## src/rtl/mc_sequencer.sv

```systemverilog
// Multicycle control FSM for the 8-bit-PC MIPS datapath: PC, IR, decode, strobes, EPC.
// Optional multiply support is enabled with the CTRL_MUL_EN macro.
module mc_sequencer #(
  parameter logic [7:0] RESET_PC   = 8'h00,
  parameter logic [7:0] EXC_VECTOR = 8'hF0,
  parameter int         MUL_LAT    = 3
) (
  input  logic        SYS_clk,
  input  logic        SYS_reset,
  input  logic        SYS_load,
  input  logic [7:0]  SYS_pc_val,
  input  logic [31:0] seq_instruction,
  input  logic        seq_alu_zero,
  input  logic        seq_alu_ovf,
  output logic [7:0]  seq_pc,
  output logic [31:0] seq_ir,
  output logic        seq_ir_write,
  output logic [3:0]  seq_alu_control,
  output logic        seq_alu_src_imm,
  output logic        seq_reg_dst,
  output logic        seq_reg_write,
  output logic        seq_mem_read,
  output logic        seq_mem_write,
  output logic        seq_mem_to_reg,
  output logic [7:0]  seq_epc,
  output logic        seq_epc_write,
  output logic [1:0]  seq_exc_cause,
  output logic [2:0]  seq_state
);

  typedef enum logic [2:0] {
    S_IDLE   = 3'd0,
    S_FETCH  = 3'd1,
    S_DECODE = 3'd2,
    S_EXEC   = 3'd3,
    S_MEM    = 3'd4,
    S_WB     = 3'd5,
    S_EXC    = 3'd6
  } state_t;

  localparam logic [5:0] OP_R    = 6'b000000;
  localparam logic [5:0] OP_LW   = 6'b100011;
  localparam logic [5:0] OP_SW   = 6'b101011;
  localparam logic [5:0] OP_BEQ  = 6'b000100;
  localparam logic [5:0] OP_ADDI = 6'b001000;
  localparam logic [5:0] OP_J    = 6'b000010;

  state_t      r_state;
  logic [7:0]  r_pc;
  logic [31:0] r_ir;
  logic [7:0]  r_epc;
  logic [1:0]  r_exc_cause;
  logic        r_ir_write;
  logic        r_reg_write;
  logic        r_mem_read;
  logic        r_mem_write;
  logic        r_epc_write;
  logic [3:0]  r_alu_control;
  logic        r_alu_src_imm;
  logic        r_reg_dst;
  logic        r_mem_to_reg;
  logic [7:0]  r_mul_cnt;

  logic [5:0]  w_op;
  logic [5:0]  w_funct;
  logic        w_is_r;
  logic        w_is_lw;
  logic        w_is_sw;
  logic        w_is_beq;
  logic        w_is_addi;
  logic        w_is_j;
  logic        w_op_valid;
  logic [3:0]  w_r_code;
  logic        w_r_valid;
  logic        w_is_mul;
  logic        w_mul_op;
  logic        w_ovf_chk;
  logic [3:0]  w_exec_code;
  logic        w_exec_imm;
  logic        w_exec_dst;
  logic [7:0]  w_pc_plus4;
  logic [7:0]  w_br_target;

  assign w_op       = r_ir[31:26];
  assign w_funct    = r_ir[5:0];
  assign w_is_r     = (w_op == OP_R);
  assign w_is_lw    = (w_op == OP_LW);
  assign w_is_sw    = (w_op == OP_SW);
  assign w_is_beq   = (w_op == OP_BEQ);
  assign w_is_addi  = (w_op == OP_ADDI);
  assign w_is_j     = (w_op == OP_J);
  assign w_op_valid = w_is_r | w_is_lw | w_is_sw | w_is_beq | w_is_addi;

  always_comb begin
    w_r_code  = 4'd2;
    w_r_valid = 1'b1;
    w_is_mul  = 1'b0;
    case (w_funct)
      6'b100100: w_r_code = 4'd0;
      6'b100101: w_r_code = 4'd1;
      6'b100000: w_r_code = 4'd2;
      6'b100010: w_r_code = 4'd6;
      6'b101010: w_r_code = 4'd7;
`ifdef CTRL_MUL_EN
      6'b011000: begin
        w_r_code = 4'd3;
        w_is_mul = 1'b1;
      end
`endif
      default:   w_r_valid = 1'b0;
    endcase
  end

  // Only add, sub and addi trap on signed overflow; mul and the logic ops never do.
  assign w_mul_op    = w_is_r & w_is_mul;
  assign w_ovf_chk   = w_is_addi | (w_is_r & ((w_funct == 6'b100000) | (w_funct == 6'b100010)));
  assign w_exec_code = w_is_r ? w_r_code : (w_is_beq ? 4'd6 : 4'd2);
  assign w_exec_imm  = w_is_lw | w_is_sw | w_is_addi;
  assign w_exec_dst  = w_is_r & w_r_valid;
  assign w_pc_plus4  = r_pc + 8'd4;
  assign w_br_target = r_pc + 8'd4 + {r_ir[5:0], 2'b00};

  // Outputs are registered for the state being entered, so each transition sets them.
  always_ff @(posedge SYS_clk or posedge SYS_reset) begin
    if (SYS_reset) begin
      r_state       <= S_IDLE;
      r_pc          <= RESET_PC;
      r_ir          <= '0;
      r_epc         <= '0;
      r_exc_cause   <= 2'b00;
      r_ir_write    <= 1'b0;
      r_reg_write   <= 1'b0;
      r_mem_read    <= 1'b0;
      r_mem_write   <= 1'b0;
      r_epc_write   <= 1'b0;
      r_alu_control <= 4'd2;
      r_alu_src_imm <= 1'b0;
      r_reg_dst     <= 1'b0;
      r_mem_to_reg  <= 1'b0;
      r_mul_cnt     <= '0;
    end else begin
      r_ir_write    <= 1'b0;
      r_reg_write   <= 1'b0;
      r_mem_read    <= 1'b0;
      r_mem_write   <= 1'b0;
      r_epc_write   <= 1'b0;
      r_alu_control <= 4'd2;
      r_alu_src_imm <= 1'b0;
      r_reg_dst     <= 1'b0;
      r_mem_to_reg  <= 1'b0;
      if (SYS_load) begin
        r_pc       <= SYS_pc_val;
        r_state    <= S_FETCH;
        r_ir_write <= 1'b1;
        r_mul_cnt  <= '0;
      end else begin
        case (r_state)
          S_IDLE: r_state <= S_IDLE;
          S_FETCH: begin
            r_ir    <= seq_instruction;
            r_state <= S_DECODE;
          end
          S_DECODE: begin
            if (w_is_j) begin
              r_pc       <= {r_ir[5:0], 2'b00};
              r_state    <= S_FETCH;
              r_ir_write <= 1'b1;
            end else if (w_op_valid) begin
              r_state       <= S_EXEC;
              r_alu_control <= w_exec_code;
              r_alu_src_imm <= w_exec_imm;
              r_reg_dst     <= w_exec_dst;
              r_mul_cnt     <= 8'(MUL_LAT);
            end else begin
              r_exc_cause <= 2'b01;
              r_state     <= S_EXC;
              r_epc_write <= 1'b1;
            end
          end
          S_EXEC: begin
            if (w_mul_op && (r_mul_cnt != 8'd0)) begin
              r_mul_cnt     <= r_mul_cnt - 8'd1;
              r_alu_control <= w_exec_code;
              r_alu_src_imm <= w_exec_imm;
              r_reg_dst     <= w_exec_dst;
            end else if (w_is_r && !w_r_valid) begin
              r_exc_cause <= 2'b01;
              r_state     <= S_EXC;
              r_epc_write <= 1'b1;
            end else if (w_is_beq) begin
              r_pc       <= seq_alu_zero ? w_br_target : w_pc_plus4;
              r_state    <= S_FETCH;
              r_ir_write <= 1'b1;
            end else if (w_ovf_chk && seq_alu_ovf) begin
              r_exc_cause <= 2'b10;
              r_state     <= S_EXC;
              r_epc_write <= 1'b1;
            end else if (w_is_lw || w_is_sw) begin
              r_state       <= S_MEM;
              r_mem_read    <= w_is_lw;
              r_mem_write   <= w_is_sw;
              r_alu_src_imm <= 1'b1;
            end else begin
              r_state     <= S_WB;
              r_reg_write <= 1'b1;
              r_reg_dst   <= w_is_r;
            end
          end
          S_MEM: begin
            if (w_is_sw) begin
              r_pc       <= w_pc_plus4;
              r_state    <= S_FETCH;
              r_ir_write <= 1'b1;
            end else begin
              r_state      <= S_WB;
              r_reg_write  <= 1'b1;
              r_mem_to_reg <= 1'b1;
            end
          end
          S_WB: begin
            r_pc       <= w_pc_plus4;
            r_state    <= S_FETCH;
            r_ir_write <= 1'b1;
          end
          S_EXC: begin
            r_epc      <= r_pc;
            r_pc       <= EXC_VECTOR;
            r_state    <= S_FETCH;
            r_ir_write <= 1'b1;
          end
          default: r_state <= S_IDLE;
        endcase
      end
    end
  end

  // A load abandons the current instruction, so its strobes are masked in that same cycle.
  assign seq_ir_write    = r_ir_write & ~SYS_load;
  assign seq_reg_write   = r_reg_write & ~SYS_load;
  assign seq_mem_read    = r_mem_read & ~SYS_load;
  assign seq_mem_write   = r_mem_write & ~SYS_load;
  assign seq_epc_write   = r_epc_write & ~SYS_load;
  assign seq_pc          = r_pc;
  assign seq_ir          = r_ir;
  assign seq_alu_control = r_alu_control;
  assign seq_alu_src_imm = r_alu_src_imm;
  assign seq_reg_dst     = r_reg_dst;
  assign seq_mem_to_reg  = r_mem_to_reg;
  assign seq_epc         = r_epc;
  assign seq_exc_cause   = r_exc_cause;
  assign seq_state       = r_state;

endmodule

```

## config.mk

```make
export PLATFORM = sky130hd
export DESIGN_NAME = mc_sequencer
export DESIGN_NICKNAME = d
export VERILOG_FILES = /design/src/rtl/mc_sequencer.sv
export SDC_FILE = /design/constraint.sdc
export NUM_CORES = 1
export LEC_CHECK = 0
export ABC_AREA = 1
export CAP_MARGIN = 0
export CORE_MARGIN = 5
export CORE_UTILIZATION = 50
export CTS_BUF_LIST = sky130_fd_sc_hd__clkbuf_4 sky130_fd_sc_hd__clkbuf_8
export DETAILED_ROUTE_END_ITERATION = 8
export GPL_TIMING_DRIVEN = 0
export PLACE_DENSITY = 0.87
export SYNTH_ARGS = -nofsm -noshare
export SYNTH_HDL_FRONTEND = slang
export SYNTH_SLANG_ARGS = --single-unit
```

## constraint.sdc

```tcl
create_clock -name SYS_clk -period 6.15 [get_ports SYS_clk]
set_clock_uncertainty 0.05 [all_clocks]
set_input_delay 1.845 -clock SYS_clk [delete_from_list [all_inputs] [get_ports SYS_clk]]
set_output_delay 1.845 -clock SYS_clk [all_outputs]
set_load 0.05 [all_outputs]
```

# Word level (Yosys, flattened, before mapping)
# Index checks and enable logic that the tools add are counted.
[totals]
mem_bits_rw = 0
regBits = 65
mem_count = 0
inputBits = 45
out_inout_bits = 65
latch_bits = 0
mem_bits_ro = 0
[classes]
div_mod_pow = 0
muxes = 80
shift = 0
multipliers = 0
bitwise = 16
n_reduce_logical = 13
order_cmp = 0
n_eq_ne = 24
addsub = 2
[op_table]
columns = ["operator", "n"]
rows = [
  ["2-to-1 mux 8 bit", 6],
  ["2-to-1 mux 1 bit", 47],
  ["== test 6 bit (second input constant)", 7],
  ["case mux 8 bit (5 select lines)", 1],
  ["2-to-1 mux 3 bit", 7],
  ["2-to-1 mux 4 bit", 5],
  ["!= test 3 bit (second input constant)", 6],
  ["case mux 3 bit (5 select lines)", 1],
  ["2-to-1 mux 2 bit", 6],
  ["case mux 3 bit (4 select lines)", 1],
  ["== test 3 bit (second input constant)", 3],
  ["adder 8 x 3 -> 8 bit (second input constant)", 1],
  ["adder 8 bit", 1],
  ["bitwise OR 1 bit", 8],
  ["case mux 1 bit (2 select lines)", 4],
  ["bitwise AND 1 bit", 7],
  ["== test 3 x 2 -> 1 bit (second input constant)", 2],
  ["== test 6 x 2 -> 1 bit (second input constant)", 1],
  ["== test 6 x 3 -> 1 bit (second input constant)", 1],
  ["== test 6 x 4 -> 1 bit (second input constant)", 1],
  ["zero test 6 bit", 1],
  ["AND reduction 6 bit", 1],
  ["nonzero test 6 bit", 1],
  ["AND reduction 5 bit", 1],
  ["12 further kinds", 15],
]

# Longest topological paths before layout
# Gate-level depths: netlist (run 1).
[depth]
depth_word = 10
ltp_mapped = 17

# Least setup slack after synthesis (run 1)
# OpenSTA, ideal clock, no wires.
[synth_timing]
kind = "in2out"
from = "in SYS_load"
to = "out seq_epc_write"
arrival_ps = 2863
cell_stages = 3
required_time_ps = 4255
path_slack_ps = 1392
n_path_buf = 2
path_cell_list = "buf_2 buf_1 nor2_1"
[synth_via]
elab_chain_len = 2
[synth_rtl]
columns = ["item", "line", "text"]
rows = [
  ["from (decl)", "10", "input logic SYS_load,"],
  ["inverter 1 bit (no source line)", "--", ""],
  ["bitwise AND 1 bit", "242", "assign seq_epc_write = r_epc_write & ~SYS_load;"],
  ["to (decl)", "26", "output logic seq_epc_write,"],
]
# No other way between the ends.

# Final worst setup path (run 1)
[layout_timing]
from = "in SYS_load"
to = "out seq_mem_write"
[layout_via]
elab_chain_len = 2
[layout_rtl]
columns = ["item", "line", "text"]
rows = [
  ["inverter 1 bit (no source line)", "--", ""],
  ["bitwise AND 1 bit", "241", "assign seq_mem_write = r_mem_write & ~SYS_load;"],
  ["to (decl)", "23", "output logic seq_mem_write,"],
]
# No other way between the ends.

==> metrics.log, run 1 <==
[metrics] share of synthesized area occupied by flip-flops and latches: 0.491
[metrics] net count after synthesis: 432
[metrics] #FFs+latches synth: 64
[metrics] overall die width: 90.8 µm
[metrics] Tmin final: 5220 ps
[metrics] IR drop worst, VDD: 0.000476 V
[metrics] global-route wire length before repair: 14300 µm
[metrics] Crit Path Class: in2out
[metrics] share of post-route cells with drive strength above 1: 0.139
[metrics] Final Hold Viols: 0
[metrics] Max Buffers Root-to-Sink: 2
[metrics] total number of vias: 3034
[metrics] PostCTS Resize Cnt: 0
[metrics] data required time of the critical path: 4260 ps
[metrics] final worst-path cycle share: 0.848
[metrics] setup_tns: 0 ps
[metrics] RSZ-0062 raised after global routing: no
[metrics] CTS H-Tree Depth: 3
[metrics] number of flip-flops under the largest register name: 32
[metrics] family of cells with the greatest summed delay on the critical path: buffers and inverters
[metrics] initial core utilization: 0.514
[metrics] # port buffers: 107
[metrics] met2 GRT Util: 0.357
[metrics] placed inst area: 4450 µm²
[metrics] CP max stage cell: clkdlybuf4s50_1
[metrics] DRC: 0
[metrics] count of placed standard cells in the final layout, fillers left out: 581
[metrics] cell chosen for the clock root: clkbuf_8
[metrics] met1 GRT Util: 0.269
[metrics] Lkg Pwr: 2.17 nW
[metrics] CTS clk-pin slew, worst paths: 70 ps
[metrics] worst hold path type: reg2reg
[metrics] residual overflow from global routing: 0
[metrics] final setup fails: 0
[metrics] CP Buf/Inv Count: 3
[metrics] vias in the first global route: 3011
[metrics] Post-synth EDFFs: 0
[metrics] Worst Min Path Start: seq_exc_cause[1]
[metrics] power density normalized to cell area: 594 nW/µm²
[metrics] Critical Path, Cell by Cell: buf_2, buf_1, nor2_1, clkdlybuf4s50_1
[metrics] worst slew margin relative to its limit: 0.641
[metrics] Worst-Margin Slew: 537 ps
[metrics] number of maximum-capacitance constraint violations: 0
[metrics] met3 usage: 0.0417
[metrics] clock tree from TritonCTS: built
[metrics] gr usage total: 0.214
[metrics] post-detailed-placement half-perimeter wirelength: 6670 µm
[metrics] leading cell type in the layout, fill and taps excluded: clkdlybuf4s50_1
[metrics] endpoint class of the critical path: output pin
[metrics] smallest hold slack: 433 ps
[metrics] clock sink total: 64
[metrics] CTS Buf Count: 9
[metrics] commonest non-fill, non-tap cells in the layout: 107 x clkdlybuf4s50_1, 79 x nand2_1, 63 x dfrtp_1
[metrics] die footprint: 8240 µm²
[metrics] synthesized area per cell: 8.58 µm²
[metrics] routability cong.: 0.940
[metrics] count of placed standard cells including taps: 565
[metrics] overall routed net length: 8700 µm
[metrics] initial antenna violation count: 0
[metrics] antenna diode count: 0
[metrics] Starting DRT DRC Count: 232
[metrics] peak clock frequency supported by timing: 192 MHz
[metrics] number of different library cells in the post-synthesis netlist: 36
[metrics] number of buffers inserted to repair setup after CTS: 0
[metrics] outcome: finished, final reports clean
[metrics] ys async rst share: 1.00
[metrics] max-slew violation count: 0
[metrics] fin area: 4660 µm²
[metrics] die outline height: 90.8 µm
[metrics] logic depth of the worst register-to-register path: 13
[metrics] most crowded layer after global routing: met2
[metrics] end of the worst register-to-register path: seq_pc[7]
[metrics] clock latency at the later pin of the worst-skew pair: 330 ps
[metrics] commonest register cell after synthesis: dfrtp_1
[metrics] Yosys Warn Count: 0
[metrics] antenna violation net count after detailed routing: 0
[metrics] Mapped Cells: 380
[metrics] hold-critical path endpoint: seq_exc_cause[1]
[metrics] number of nets in the layout: 551
[metrics] synthesized cell area: 3260 µm²
[metrics] Avg Vias per Cell: 5.22
[metrics] CP startpoint kind: input port
[metrics] origin of the critical flop-to-flop path: seq_pc[2]
[metrics] Cell Rows: 29
[metrics] maximum fanout along the worst path: 10
[metrics] longest individual stage delay on the worst path: 740 ps
[metrics] Hold Buf Count CTS: 0
[metrics] Cells on Worst Hold Path: 2
[metrics] CP Data Arrival Time: 3320 ps
[metrics] maximum number of pins on one net before global-route repair: 44
[metrics] 1st-pass router iterations: 5
[metrics] area grow syn2layout: 43.0%
[metrics] placeable core region: 6350 µm²
[metrics] total I/O pin count: 110
[metrics] Reg2Reg Setup Slack: 3680 ps
[metrics] detail-routed net length per standard cell: 15.0 µm
per-stage QoR:
step	worst slack, ps	util	total power [mW]
after floorplan	1390	-	1.86
after CTS	900	0.735	2.78
after global placement	986	0.698	2.34
final	934	0.735	2.77
after global routing	840	0.735	2.94
after detailed placement	939	0.701	2.38
logic make-up after synthesis:
logic type,after synthesis,share of synthesized area
simple gates,179,0.239
buf+inv,57,0.0683
flops,64,0.491
mux,24,0.0829
compound gates,46,0.0829
xor+xnor,2,0.00537
fa+ha+maj,7,0.0292
other cells,1,0.00115
worst max path at each step:
stage,from,to,slack (ps),depth (start not counted)
after floorplan,SYS_load,seq_epc_write,1390,3
after global placement,SYS_load,seq_ir_write,990,4
after detailed placement,SYS_load,seq_mem_write,940,4
after CTS,SYS_load,seq_mem_write,900,4
after global routing,SYS_load,seq_mem_read,840,4
final,SYS_load,seq_mem_write,930,4
worst min-delay path, cell delays in order, from the launching register on:
cell     delay (ps)
dfrtp_1         350
nand2_1          50
nand2_1          50
cell usage after synthesis, types with 4 or more instances:
cell	instances	area [µm²]
nand2_1	79	297
dfrtp_1	63	1580
nor2_1	50	188
inv_1	40	150
mux2_2	21	236
nand3_1	21	105
a21oi_1	18	90.1
o21ai_1	13	65.1
nand4_1	9	56.3
inv_2	8	30.0
ha_1	6	75.1
or2_2	5	31.3
buf_2	4	20.0
nand2_2	4	25.0
nor2_2	4	25.0
nor3_1	4	20.0
o21ai_0	4	20.0
cell type report:
class,count,area [µm²]
Timing Repair Buffer,108,1090
Inverter,48,180
Fill cell,463,1690
Clock buffer,10,131
Multi-Input combinational cell,259,1440
Buffer,9,42.5
Sequential cell,64,1600
Tap cell,77,96.3
Clock inverter,6,83.8
metal layers:
metal,vias up,routed length [µm]
met3,18,634
met1,1407,3530
met4,0,178
met2,132,4360
met5,-,0
li1,1477,-
report_power, final:
group	total, mW	switching [mW]	internal, mW
logic	1.64	1.08	0.569
clock network	0.392	0.161	0.231
registers	0.733	0.149	0.585
total	2.77	1.38	1.38
No activity file was read; power rests on OpenSTA's default activity.
==> run 2: changes to the inputs <==
CORE_UTILIZATION = 43   (was 50)
PLACE_DENSITY = 0.79   (was 0.87)
clock period = 4.5 ns   (was 6.15 ns; I/O delays follow)
==> metrics.log, run 2 (same netlist as run 1, synthesis figures left out) <==
[metrics] outcome: finished, final reports clean (unchanged)
[metrics] PostCTS Resize Cnt: 0 (unchanged)
[metrics] commonest non-fill, non-tap cells in the layout: 107 x clkdlybuf4s50_1, 79 x nand2_1, 63 x dfrtp_1 (unchanged)
[metrics] die footprint: 9430 µm² (was 8240 µm²)
[metrics] CP startpoint kind: input port (unchanged)
[metrics] met3 routed wirelength: 828 µm (was 634 µm)
[metrics] power density normalized to cell area: 811 nW/µm² (was 594 nW/µm²)
[metrics] utilization after layout: 0.642 (was 0.735)
[metrics] peak clock frequency supported by timing: 237 MHz
[metrics] antenna diode count: 0 (unchanged)
[metrics] CTS Buf Count: 9 (unchanged)
[metrics] number of flip-flops under the largest register name: 32 (unchanged)
[metrics] Crit Path Class: in2out (unchanged)
[metrics] placeable core region: 7330 µm² (was 6350 µm²)
[metrics] global-route wire length before repair: 14500 µm (was 14300 µm)
[metrics] worst hold path type: reg2reg (unchanged)
[metrics] Worst-Margin Slew: 563 ps (was 537 ps)
[metrics] post-detailed-placement half-perimeter wirelength: 6760 µm (was 6670 µm)
[metrics] total number of vias: 3001 (was 3034)
[metrics] clock tree from TritonCTS: built (unchanged)
[metrics] fraction of power consumed by the clock network: 0.146 (was 0.141)
[metrics] logic depth of the worst register-to-register path: 13 (unchanged)
[metrics] clock latency at the later pin of the worst-skew pair: 340 ps (was 330 ps)
[metrics] CTS clk-pin slew, worst paths: 80 ps (was 70 ps)
[metrics] uppermost layer routed: met4 (unchanged)
[metrics] initial antenna violation count: 0 (unchanged)
[metrics] number of buffers inserted to repair setup after CTS: 0 (unchanged)
[metrics] Max Buffers Root-to-Sink: 2 (unchanged)
[metrics] cell chosen for the clock root: clkbuf_8 (unchanged)
[metrics] Combinational Power Share: 0.592 (was 0.594)
[metrics] maximum number of pins on one net before global-route repair: 44 (unchanged)
[metrics] routed metal-1 wire length: 3530 µm (unchanged)
[metrics] Final Hold Viols: 0 (unchanged)
[metrics] final worst-path cycle share: 0.939
[metrics] vias in the first global route: 3177 (was 3011)
[metrics] area grow syn2layout: 44.2% (was 43.0%)
[metrics] leading cell type in the layout, fill and taps excluded: clkdlybuf4s50_1 (unchanged)
[metrics] overall routed net length: 8670 µm (was 8700 µm)
[metrics] worst slew margin relative to its limit: 0.624 (was 0.641)
[metrics] gr usage total: 0.188 (was 0.214)
[metrics] routability cong.: 0.915 (was 0.940)
[metrics] DRC: 0 (unchanged)
[metrics] Tmin final: 4220 ps
[metrics] Avg Vias per Cell: 4.98 (was 5.22)
[metrics] antenna violation net count after detailed routing: 0 (unchanged)
[metrics] total I/O pin count: 110 (unchanged)
[metrics] setup_tns: 0 ps (unchanged)
[metrics] IR drop worst, VDD: 0.000495 V (was 0.000476 V)
[metrics] Hold Buf Count CTS: 0 (unchanged)
[metrics] CP Data Arrival Time: 2820 ps (was 3320 ps)
[metrics] Lkg Pwr: 2.17 nW (about the same)
[metrics] # port buffers: 107 (unchanged)
[metrics] max-slew violation count: 0 (unchanged)
[metrics] detailed route wirelength on metal2: 4230 µm (was 4360 µm)
[metrics] Starting DRT DRC Count: 129 (was 232)
[metrics] share of post-route cells with drive strength above 1: 0.139 (unchanged)
[metrics] final-layout fill cell count: 598 (was 463)
[metrics] number of nets in the layout: 551 (unchanged)
[metrics] CTS H-Tree Depth: 3 (unchanged)
[metrics] clock sink total: 64 (unchanged)
[metrics] initial core utilization: 0.445 (was 0.514)
[metrics] share of total power consumed by net switching: 0.503 (was 0.500)
[metrics] final setup fails: 0 (unchanged)
[metrics] endpoint class of the critical path: output pin (unchanged)
[metrics] residual overflow from global routing: 0 (unchanged)
[metrics] maximum fanout along the worst path: 10 (unchanged)
[metrics] Internal: 1.89 mW (was 1.38 mW)
[metrics] number of maximum-capacitance constraint violations: 0 (unchanged)
[metrics] Reg2Reg Setup Slack: 2080 ps (was 3680 ps)
[metrics] 1st-pass router iterations: 5 (unchanged)
[metrics] net load switching power: 1.92 mW (was 1.38 mW)
[metrics] RSZ-0062 raised after global routing: no (unchanged)
[metrics] die outline height: 97.1 µm (was 90.8 µm)
[metrics] overall die width: 97.1 µm (was 90.8 µm)
[metrics] Flop pwr share: 0.262 (was 0.265)
[metrics] data required time of the critical path: 3100 ps (was 4260 ps)
[metrics] detail-routed net length per standard cell: 14.4 µm (was 15.0 µm)
[metrics] Cell Rows: 31 (was 29)
[metrics] Cells on Worst Hold Path: 2 (unchanged)
==> run 2: through the flow <==
step	total power, mW	cells	instance area [µm²]	hold WS [ps]	setup WS [ps]
after floorplan	2.54	380	3260	701	732
after global placement	3.20	586	4460	418	300
after detailed placement	3.27	587	4480	419	281
after CTS	3.84	603	4700	442	278
after global routing	4.05	603	4700	459	226
final	3.82	603	4700	435	277
==> run 2: power by group through the flow <==
stage / Clock [mW] / Sequential, mW / Combinational [mW]
final: 0.556 / 0.999 / 2.26
after global placement: 0 / 0.997 / 2.21
after floorplan: 0 / 1.75 / 0.788
after global routing: 0.594 / 1.04 / 2.41
after detailed placement: 0 / 1.01 / 2.26
after CTS: 0.567 / 1.00 / 2.27
==> run 2: final timing paths <==
check / startpoint / end
setup / recovery: SYS_load / seq_ir_write
hold / removal: seq_exc_cause[1] / seq_exc_cause[1]
setup reg to reg: seq_pc[2] / seq_pc[7]
hold reg to reg: seq_exc_cause[1] / seq_exc_cause[1]
max in group asynchronous: SYS_reset / seq_alu_control[1]
min in group asynchronous: SYS_reset / seq_pc[1]
==> run 2: cell type report <==
| cell class | instances | area (µm²) | share of cell area |
|---|---|---|---|
| clock inverter | 7 | 103 | 0.0218 |
| tap | 99 | 124 | 0.0263 |
| buffer | 9 | 42.5 | 0.00904 |
| timing repair buffer | 108 | 1090 | 0.232 |
| inverter | 48 | 180 | 0.0383 |
| sequential | 64 | 1600 | 0.341 |
| multi-input combinational | 259 | 1440 | 0.305 |
| clock buffer | 9 | 124 | 0.0263 |
==> run 2: routing by layer <==
metal | global-route usage | up-vias
li1 | - | 1471
met1 | 0.211 | 1417
met2 | 0.323 | 107
met3 | 0.0833 | 6
met4 | 0.0529 | 0
met5 | 0 | -
==> run 2: critical path, cell delays in order <==
cell	delay [ps]
buf_2	200
buf_1	430
nor2_1	120
clkdlybuf4s50_1	720
==> run 3: changes to the inputs <==
ABC_AREA = default   (was 1)
CTS_BUF_LIST = sky130_fd_sc_hd__clkbuf_8   (was sky130_fd_sc_hd__clkbuf_4 sky130_fd_sc_hd__clkbuf_8)
==> metrics.log, run 3 <==
[metrics] dpl ws: -130 ps (was 281 ps)
[metrics] residual overflow from global routing: 0 (unchanged)
[metrics] share of synthesized area occupied by flip-flops and latches: 0.493 (was 0.491)
[metrics] clock sink total: 64 (unchanged)
[metrics] Starting DRT DRC Count: 159 (was 129)
[metrics] final setup fails: 0 (unchanged)
[metrics] 1st-pass router iterations: 4 (was 5)
[metrics] global-route wire length before repair: 14500 µm (about the same)
[metrics] Cells on Worst Hold Path: 1 (was 2)
[metrics] maximum number of pins on one net before global-route repair: 39 (was 44)
[metrics] overall die width: 97.0 µm (was 97.1 µm)
[metrics] Crit Path Class: in2out (unchanged)
[metrics] Worst-Margin Slew: 904 ps (was 563 ps)
[metrics] number of maximum-capacitance constraint violations: 0 (unchanged)
[metrics] detailed route wirelength on metal2: 4060 µm (was 4230 µm)
[metrics] origin of the critical flop-to-flop path: seq_pc[2] (unchanged)
[metrics] Worst Min Path Start: seq_ir[18] (was seq_exc_cause[1])
[metrics] # port buffers: 107 (unchanged)
[metrics] count of placed standard cells including taps: 501 (was 587)
[metrics] logic depth of the worst register-to-register path: 7 (was 13)
[metrics] number of nets in the layout: 465 (was 551)
[metrics] die footprint: 9410 µm² (was 9430 µm²)
[metrics] setup_tns: 0 ps (unchanged)
[metrics] share of Yosys cell area claimed by the top area cell type: 0.485 (was 0.483)
[metrics] maximum fanout along the worst path: 10 (unchanged)
[metrics] Final Hold Viols: 0 (unchanged)
[metrics] largest area contributor in the synthesized netlist: dfrtp_1 (unchanged)
[metrics] cell chosen for the clock root: clkbuf_8 (unchanged)
[metrics] overall routed net length: 8570 µm (was 8670 µm)
[metrics] Cell Rows: 31 (unchanged)
[metrics] #FFs+latches synth: 64 (unchanged)
[metrics] clock latency at the later pin of the worst-skew pair: 340 ps (about the same)
[metrics] worst path setup slack after routing: 244 ps (was 277 ps)
[metrics] cell types with the largest area share after synthesis: dfrtp_1 48%, mux2_2 14%, nor2_1 2.7% (was dfrtp_1 48%, nand2_1 9.1%, mux2_2 7.2%)
[metrics] initial core utilization: 0.446 (was 0.445)
[metrics] area grow syn2layout: 42.2% (was 44.2%)
[metrics] smallest hold slack: 435 ps (about the same)
[metrics] Post-synth EDFFs: 0 (unchanged)
[metrics] commonest register cell after synthesis: dfrtp_1 (unchanged)
[metrics] vias in the first global route: 2841 (was 3177)
[metrics] most instantiated cells after synthesis: 63 x dfrtp_1, 39 x mux2_2, 23 x nor2_1, 19 x nand2_1, 12 x a21oi_1 (was 79 x nand2_1, 63 x dfrtp_1, 50 x nor2_1, 40 x inv_1)
[metrics] IR drop worst, VDD: 0.000415 V (was 0.000495 V)
[metrics] overall power of the completed layout: 3.32 mW (was 3.82 mW)
[metrics] Lkg Pwr: 1.95 nW (was 2.17 nW)
[metrics] die outline height: 97.0 µm (was 97.1 µm)
[metrics] PostCTS Resize Cnt: 7 (was 0)
[metrics] most used standard cell by instance count after synthesis: dfrtp_1 (was nand2_1)
[metrics] Mapped Cells: 294 (was 380)
[metrics] RSZ-0062 raised after global routing: no (unchanged)
[metrics] uppermost layer routed: met4 (unchanged)
[metrics] CTS Buf Count: 9 (unchanged)
[metrics] Reg2Reg Setup Slack: 1900 ps (was 2080 ps)
[metrics] net count after synthesis: 346 (was 432)
[metrics] share of post-route cells with drive strength above 1: 0.161 (was 0.139)
[metrics] clock tree from TritonCTS: built (unchanged)
[metrics] synthesized cell area: 3250 µm² (was 3260 µm²)
[metrics] met3 routed wirelength: 779 µm (was 828 µm)
[metrics] worst hold path type: reg2reg (unchanged)
[metrics] DRC: 0 (unchanged)
[metrics] number of different library cells in the post-synthesis netlist: 58 (was 36)
[metrics] Avg Vias per Cell: 5.33 (was 4.98)
[metrics] total I/O pin count: 110 (unchanged)
[metrics] peak clock frequency supported by timing: 235 MHz (was 237 MHz)
[metrics] Hold Buf Count CTS: 0 (unchanged)
[metrics] antenna violation net count after detailed routing: 0 (unchanged)
[metrics] data required time of the critical path: 3100 ps (about the same)
[metrics] post-detailed-placement half-perimeter wirelength: 6630 µm (was 6760 µm)
[metrics] routed metal-1 wire length: 3630 µm (was 3530 µm)
[metrics] hold-critical path endpoint: seq_ir[18] (was seq_exc_cause[1])
[metrics] number of buffers inserted to repair setup after CTS: 0 (unchanged)
[metrics] total number of vias: 2740 (was 3001)
[metrics] end of the worst register-to-register path: seq_pc[4] (was seq_pc[7])
[metrics] CP startpoint kind: input port (unchanged)
[metrics] leading cell type in the layout, fill and taps excluded: clkdlybuf4s50_1 (unchanged)
[metrics] routability cong.: 0.895 (was 0.915)
[metrics] count of placed standard cells in the final layout, fillers left out: 514 (was 603)
[metrics] outcome: finished, final reports clean (unchanged)
[metrics] detail-routed net length per standard cell: 16.7 µm (was 14.4 µm)
[metrics] ys async rst share: 1.00 (unchanged)
[metrics] max-slew violation count: 0 (unchanged)
[metrics] commonest non-fill, non-tap cells in the layout: 102 x clkdlybuf4s50_1, 63 x dfrtp_1, 39 x mux2_2 (was 107 x clkdlybuf4s50_1, 79 x nand2_1, 63 x dfrtp_1)
[metrics] synthesized area per cell: 11.1 µm² (was 8.58 µm²)
[metrics] CP Data Arrival Time: 2860 ps (was 2820 ps)
[metrics] Tmin final: 4260 ps (was 4220 ps)
[metrics] antenna diode count: 0 (unchanged)
[metrics] number of flip-flops under the largest register name: 32 (unchanged)
[metrics] placeable core region: 7290 µm² (was 7330 µm²)
[metrics] initial antenna violation count: 0 (unchanged)
[metrics] worst slew margin relative to its limit: 0.393 (was 0.624)
[metrics] final worst-path cycle share: 0.946 (was 0.939)
[metrics] Max Buffers Root-to-Sink: 2 (unchanged)
[metrics] power density normalized to cell area: 718 nW/µm² (was 811 nW/µm²)
[metrics] endpoint class of the critical path: output pin (unchanged)
[metrics] Yosys Warn Count: 0 (unchanged)
[metrics] gr usage total: 0.189 (was 0.188)
[metrics] CTS clk-pin slew, worst paths: 60 ps (was 80 ps)
[metrics] CTS H-Tree Depth: 3 (unchanged)
-- run 3: cell types whose count changed in the layout (fill, tap and decap cells not counted), sizes merged, moves of 6 or more --
cell	previous run	this run
nor2b	0	6
a21oi	18	12
nand3	21	5
o21ai	17	10
nand4	9	3
clkbuf	12	22
nor2	55	23
nand2	84	19
inv	50	8
mux2	24	42
-- run 3: worst max path at each step --
stage,cells after the start,endpoint,startpoint
6_report,4,seq_reg_write,SYS_load
5_1_grt,4,seq_ir_write,SYS_load
4_1_cts,4,seq_reg_write,SYS_load
3_5_place_dp,4,seq_reg_write,SYS_load
3_3_place_gp,4,seq_reg_write,SYS_load
2_1_floorplan,2,seq_epc_write,SYS_load
-- run 3: final cells by class --
cell class,count,area (µm²)
fillers,653,2670
well taps,99,124
clock inverters,2,8.76
flip-flops and latches,64,1600
inverters,7,26.3
clock buffers,11,151
repair buffers,108,1080
multi-input cells,207,1550
plain buffers,16,75.1
-- run 3: power by group --
part	internal [mW]	total, mW	switching (mW)	leakage (nW)
Sequential	0.774	0.979	0.205	0.788
Combinational	0.734	1.92	1.19	1.07
Clock	0.218	0.419	0.201	0.0883
-- run 3: through the flow --
step / utilization / cell area (µm²)
2_1_floorplan: - / 3250
3_3_place_gp: 0.610 / 4450
3_5_place_dp: 0.613 / 4470
4_1_cts: 0.634 / 4620
5_1_grt: 0.634 / 4620
6_report: 0.634 / 4620
-- run 3: kinds of logic after synthesis --
kind of cell	count (synthesis)	synth area share
simple gates	93	0.159
flops	64	0.493
compound gates	53	0.111
mux	43	0.148
buf+inv	23	0.0304
fa+ha+maj	9	0.0354
xor+xnor	8	0.0215
other cells	1	0.00115
-- run 3: worst max-delay path, cell delays in order --
cell and delay, ps:
clkdlybuf4s50_1 550, clkbuf_2 270, nor2b_1 140, dlygate4sd2_1 540
-- run 3: per-layer routing --
layer / global-route usage / vias up
met5: 0 / -
met4: 0.0659 / 0
met3: 0.0669 / 9
met2: 0.304 / 117
met1: 0.237 / 1315
li1: - / 1299
